<file path="src/rtl/da_sched.sv">
// Dual-channel DAC source scheduler: muted mode switching, starvation watchdog, test ramp.
// Latency: one cycle from source valid to DAC output; mode requests are refused (rdy=0) while a mute runs.
module da_sched #(
    parameter int DW        = 14,
    parameter int MUTE_CYC  = 16,
    parameter int TIMEOUT   = 1024,
    parameter int RAMP_STEP = 64
) (
    input  logic          clk,
    input  logic          rst,
    input  logic [1:0]    mode_req,
    input  logic          mode_req_vld,
    output logic          mode_req_rdy,
    input  logic          ask_vld,
    input  logic [DW-1:0] ask_data,
    input  logic          qpsk_vld,
    input  logic [DW-1:0] qpsk_i,
    input  logic [DW-1:0] qpsk_q,
    output logic [DW-1:0] real_da1,
    output logic [DW-1:0] real_da2,
    output logic [1:0]    cur_mode,
    output logic          busy,
    output logic          underrun
);

    localparam logic [DW-1:0] MID = {1'b1, {(DW-1){1'b0}}};
    localparam int MW = $clog2(MUTE_CYC + 1);
    localparam int WW = $clog2(TIMEOUT + 1);

    localparam logic [1:0] M_OFF  = 2'd0;
    localparam logic [1:0] M_ASK  = 2'd1;
    localparam logic [1:0] M_QPSK = 2'd2;
    localparam logic [1:0] M_TEST = 2'd3;

    typedef enum logic [1:0] {S_OFF, S_RUN, S_MUTE} state_t;

    state_t        r_state;
    logic [1:0]    r_cur_mode;
    logic [1:0]    r_target;
    logic [MW-1:0] r_mute_cnt;
    logic [WW-1:0] r_wd_cnt;
    logic [DW-1:0] r_ramp;
    logic [DW-1:0] r_da1;
    logic [DW-1:0] r_da2;
    logic          r_underrun;

    state_t        w_state_nxt;
    logic [1:0]    w_cur_mode_nxt;
    logic [1:0]    w_target_nxt;
    logic [MW-1:0] w_mute_cnt_nxt;
    logic [WW-1:0] w_wd_cnt_nxt;
    logic [DW-1:0] w_ramp_nxt;
    logic [DW-1:0] w_da1_nxt;
    logic [DW-1:0] w_da2_nxt;
    logic          w_underrun_nxt;
    logic          w_req_acc;
    logic          w_src_vld;

    assign mode_req_rdy = (r_state != S_MUTE);
    assign busy         = (r_state == S_MUTE);
    assign real_da1     = r_da1;
    assign real_da2     = r_da2;
    assign cur_mode     = r_cur_mode;
    assign underrun     = r_underrun;

    assign w_req_acc = mode_req_vld & mode_req_rdy;
    assign w_src_vld = ((r_cur_mode == M_ASK) & ask_vld) | ((r_cur_mode == M_QPSK) & qpsk_vld);

    always_comb begin
        w_state_nxt    = r_state;
        w_cur_mode_nxt = r_cur_mode;
        w_target_nxt   = r_target;
        w_mute_cnt_nxt = r_mute_cnt;
        w_wd_cnt_nxt   = r_wd_cnt;
        w_ramp_nxt     = r_ramp;
        w_da1_nxt      = r_da1;
        w_da2_nxt      = r_da2;
        w_underrun_nxt = 1'b0;

        case (r_state)
            S_OFF: begin
                w_da1_nxt = MID;
                w_da2_nxt = MID;
                if (w_req_acc && mode_req != M_OFF) begin
                    w_target_nxt   = mode_req;
                    w_mute_cnt_nxt = '0;
                    w_state_nxt    = S_MUTE;
                end
            end
            S_MUTE: begin
                w_da1_nxt = MID;
                w_da2_nxt = MID;
                if (r_mute_cnt == MW'(MUTE_CYC - 1)) begin
                    w_cur_mode_nxt = r_target;
                    w_wd_cnt_nxt   = '0;
                    w_state_nxt    = (r_target == M_OFF) ? S_OFF : S_RUN;
                    if (r_target == M_TEST) begin
                        w_ramp_nxt = '0;
                    end
                end else begin
                    w_mute_cnt_nxt = r_mute_cnt + 1'b1;
                end
            end
            S_RUN: begin
                if (w_req_acc && mode_req != r_cur_mode) begin
                    // switch beats any sample arriving in the same cycle
                    w_target_nxt   = mode_req;
                    w_mute_cnt_nxt = '0;
                    w_state_nxt    = S_MUTE;
                    w_da1_nxt      = MID;
                    w_da2_nxt      = MID;
                end else if (r_cur_mode == M_TEST) begin
                    w_ramp_nxt = r_ramp + DW'(RAMP_STEP);
                    w_da1_nxt  = r_ramp;
                    w_da2_nxt  = ~r_ramp;
                end else if (r_cur_mode == M_ASK || r_cur_mode == M_QPSK) begin
                    if (w_src_vld) begin
                        // the cycle after a sample already counts as one cycle without a fresh one
                        w_wd_cnt_nxt = WW'(1);
                        w_da1_nxt    = (r_cur_mode == M_ASK) ? ask_data : qpsk_i;
                        w_da2_nxt    = (r_cur_mode == M_ASK) ? MID : qpsk_q;
                    end else if (r_wd_cnt >= WW'(TIMEOUT - 1)) begin
                        w_wd_cnt_nxt   = WW'(TIMEOUT);
                        w_underrun_nxt = 1'b1;
                        w_da1_nxt      = MID;
                        w_da2_nxt      = MID;
                    end else begin
                        w_wd_cnt_nxt = r_wd_cnt + 1'b1;
                    end
                end else begin
                    w_da1_nxt = MID;
                    w_da2_nxt = MID;
                end
            end
            default: begin
                w_state_nxt = S_OFF;
                w_da1_nxt   = MID;
                w_da2_nxt   = MID;
            end
        endcase
    end

    always_ff @(posedge clk) begin
        if (rst) begin
            r_state    <= S_OFF;
            r_cur_mode <= M_OFF;
            r_target   <= M_OFF;
            r_mute_cnt <= '0;
            r_wd_cnt   <= '0;
            r_ramp     <= '0;
            r_da1      <= MID;
            r_da2      <= MID;
            r_underrun <= 1'b0;
        end else begin
            r_state    <= w_state_nxt;
            r_cur_mode <= w_cur_mode_nxt;
            r_target   <= w_target_nxt;
            r_mute_cnt <= w_mute_cnt_nxt;
            r_wd_cnt   <= w_wd_cnt_nxt;
            r_ramp     <= w_ramp_nxt;
            r_da1      <= w_da1_nxt;
            r_da2      <= w_da2_nxt;
            r_underrun <= w_underrun_nxt;
        end
    end

endmodule

</file>
<file path="config.mk">
export PLATFORM = sky130hd
export DESIGN_NAME = da_sched
export DESIGN_NICKNAME = d
export VERILOG_FILES = /design/src/rtl/da_sched.sv
export SDC_FILE = /design/constraint.sdc
export NUM_CORES = 1
export LEC_CHECK = 0
export BUFFER_PORTS_ARGS = -buffer_cell sky130_fd_sc_hd__buf_2
export CAP_MARGIN = 10
export CORE_MARGIN = 10
export CORE_UTILIZATION = 45
export DETAILED_ROUTE_END_ITERATION = 7
export PLACE_DENSITY = 0.71
export SLEW_MARGIN = 15
export SYNTH_ARGS = -nofsm -noshare
export SYNTH_HDL_FRONTEND = slang
export SYNTH_SLANG_ARGS = --single-unit
</file>
<file path="constraint.sdc">
create_clock -name clk -period 4.4 [get_ports clk]
set_input_delay 0.44 -clock clk [delete_from_list [all_inputs] [get_ports clk]]
set_output_delay 0.44 -clock clk [all_outputs]
set_load 0.05 [all_outputs]
</file>
==> impl_results.md <==
- Worst hold margin: 0.359 ns
- HPWL Detailed: around 5600 µm
- Yosys cell types: 48
- Leak: 0.00139 µW
- Critical Path AT: 2.99 ns
- Sequential-to-total area share from yosys stat: 41.6%
- Crit-path max FO: 27
- Post-Syn Instances: 321
- Drt total wl: 7570 µm
- Peak supply drop: 0.172 mV
- Status: complete, no violations
- Fmax achieved: 0.361 GHz
- Number of diodes: 0
- Share of cells above drive strength 1: a little under a third
- Sequential power share: 50.1%
- Max Slew Vio Count: 0
- Core Area: approximately 0.0060 mm²
- Worst-skew pair later-pin latency: ~0.33 ns
- Max_cap viols: 0
- DR pass1 iterations: 5
- DIE HEIGHT: 99.4 µm
- Internal: 838 µW
- First-pass GRT wire length: 12200 µm
- Total clock sinks: 59
- Via density: between 5 and 6
- Clock Root Buffer: clkbuf_8
- Area occupied by multi-input gates: 0.00153 mm²
- CTS tree: done
- Starting DRT DRC Count: 228
- Required @ worst endpoint: between 4 and 5 ns
- CP max stage delay: about 0.83 ns
- Die area: a little under 0.01 mm²
- Clock transition at path regs: ~0.070 ns
- Post-route ant nets: 0
- H-tree levels: 3
- Initial Util: 47.1%
- Crit-path cells: ha_1 > nor2_1 > a31oi_2 > nor3_1 > o221a_2
- CP Class: flop to flop
- Avg Cell Area, Syn: 8.85 µm²
- Inserted Clock Buffers: 9
- CTS max path bufs: 2
- Ports: between 80 and 90
- Clock Skew: 0.00936 ns
- Most common cell after layout, fill and taps aside: buf_2
- Antenna violations before repair: 0
- Post-route setup TNS: 0 ns
- Pin count of the biggest net entering global routing: 30
- Reg area: 0.00118 mm²
- Site row count: 28
- GRT Resource Usage Total: 14.9%
- Startpoint type of the worst setup path: flop
- Grt ovf: 0
- R2R Setup Slk: 1.63 ns
- Post-CTS sizing: 0
- Cell Area, Synth: between 0.002 and 0.003 mm²
- DRC viols: 0
- Vias: 2703
- Setup Fix Bufs, Post-CTS: 0
- Switch share: 22.3%
- Nets: 452
- Drt wl/cell: 15.9 µm
- CP Capture Type: flop
- Final hold vios: 0
- Mapped Nets: 377
- Synthesis warning total: 0
- Pwr Total: between 1000 and 1500 µW
- RSZ-0062 raised after global routing: false
- Share of flip-flops with an asynchronous set or reset: 0%
- Post-route minimum period: 2.77 ns
- Die Span X: 99.4 µm
- Top FF cell, synth: dfxtp_1
- Vias in the first global route: 2508
- Routability congestion estimate: 0.853
- Slew @ Worst Pin: 1.16 ns
- Register bit total from synthesis: between 50 and 60
- Net Sw Power: roughly 240 µW
- IO buf count: between 80 and 90
- Final setup viols: 0
- Worst min path class: primary input to flop
- Most frequent cells in the layout: 81 x buf_2, 59 x dfxtp_1, 40 x nor2_1, 26 x a21oi_1, 19 x nand2_1
- Critical path's slowest cell: ha_1
- Area Growth Syn to Fin: 22.2%
- Clock share of power: 44.6%
- Filler Cells Inserted: 555
- Combinational power share: 5.4%
- Post-synth EDFFs: 0
- PwrDens: 311 mW/mm²
- Final period utilization: 62.9%
- Hold-fix buffers, CTS: 0
- Slew headroom: 22.3%
==> path summary, 6_finish.rpt <==
check | cells past startpoint | endpoint | from
worst max-delay path | 5 | r_wd_cnt[9]$_SDFFE_PP0P_ | cur_mode[1]$_SDFFE_PP0P_
worst min-delay path | 3 | real_da2[0]$_SDFFE_PP0P_ | qpsk_q[0]
worst max register to register | 5 | r_wd_cnt[9]$_SDFFE_PP0P_ | cur_mode[1]$_SDFFE_PP0P_
worst min register to register | 2 | real_da2[9]$_SDFFE_PP0P_ | real_da2[9]$_SDFFE_PP0P_
==> logic make-up (layout without fill, tap and decap cells) <==
logic type,count (synthesis),count (layout),synth area share [%]
XOR/XNOR,6,6,1.85
buffers and inverters,32,112,4.76
multiplexers,18,18,6.92
AND/OR/NAND/NOR,122,122,22.2
flip-flops,59,59,41.6
AO/OA/AOI/OAI,77,77,19.6
adder cells (fa/ha/maj),7,7,3.08
==> power groups by stage <==
stage / logic (µW) / registers [µW] / clock network [µW]
after floorplan: 28.6 / 551 / 0
after global placement: 56.6 / 552 / 0
after detailed placement: 58.0 / 552 / 0
after CTS: 58.1 / 540 / 495
after global routing: 63.9 / 540 / 515
final: 57.8 / 540 / 481
==> worst max-delay path, delay by kind of cell (launching register included) <==
family,cells,cell delay [ns]
AOI/OAI and AO/OA,2,0.99
DFF,1,0.47
adders and majority gates,1,0.83
and+or+nand+nor,2,0.36
==> per-layer routing <==
metal  share of wire [%]  global-route usage (%)  vias up
met5                   0                       0        -
met4                 2.0                    8.05        0
met3                 8.2                    4.36       10
met2                  46                    22.2      105
met1                  44                    18.7     1256
li1                    -                       -     1332
==> layout make-up <==
cell class | count | share of cell area, %
multi-input cells | 230 | 44.1
flip-flops and latches | 59 | 34.0
repair buffers | 84 | 12.3
clock buffers | 11 | 4.07
well taps | 75 | 2.70
clock inverters | 5 | 1.51
inverters | 12 | 1.30
==> through the flow <==
stage | utilization (%) | cell area (µm²) | std cells | worst slack, ns
3_5_place_dp | 54.4 | 3280 | 460 | 1.67
4_1_cts | 57.6 | 3470 | 476 | 1.65
6_report | 57.6 | 3470 | 476 | 1.63
3_3_place_gp | 54.4 | 3280 | 460 | 1.77
5_1_grt | 57.6 | 3470 | 476 | 1.43
2_1_floorplan | - | 2840 | 321 | 1.93
==> synth_stat cells, types with 3 or more instances <==
cell	count	share of area, %
dfxtp_1	59	42
nor2_1	40	5.3
a21oi_1	26	4.6
nand2_1	19	2.5
mux2_2	13	5.2
inv_1	12	1.6
a222oi_1	11	3.9
nand3_1	11	1.9
clkbuf_1	10	1.3
o21ai_0	9	1.6
nor3_1	8	1.4
a221oi_1	7	2.2
ha_1	7	3.1
a22oi_1	6	1.6
buf_2	6	1.1
nor2b_1	6	1.3
and3_1	5	1.1
mux2i_1	5	1.8
nand4_1	5	1.1
or4_1	5	1.3
o31ai_1	4	1.1
or2_2	4	0.88
or3_1	4	0.88
xnor2_1	4	1.2
a31oi_1	3	0.66
nor3b_1	3	0.79
==> flip-flops by register name (all words and copies together), names as in the netlist <==
register,cells
r_ramp,8
r_wd_cnt,11
r_state,2
r_target,2
r_mute_cnt,5
real_da2,14
cur_mode,2
underrun,1
real_da1,14
Note: power is estimated with default switching activity, not from simulation.
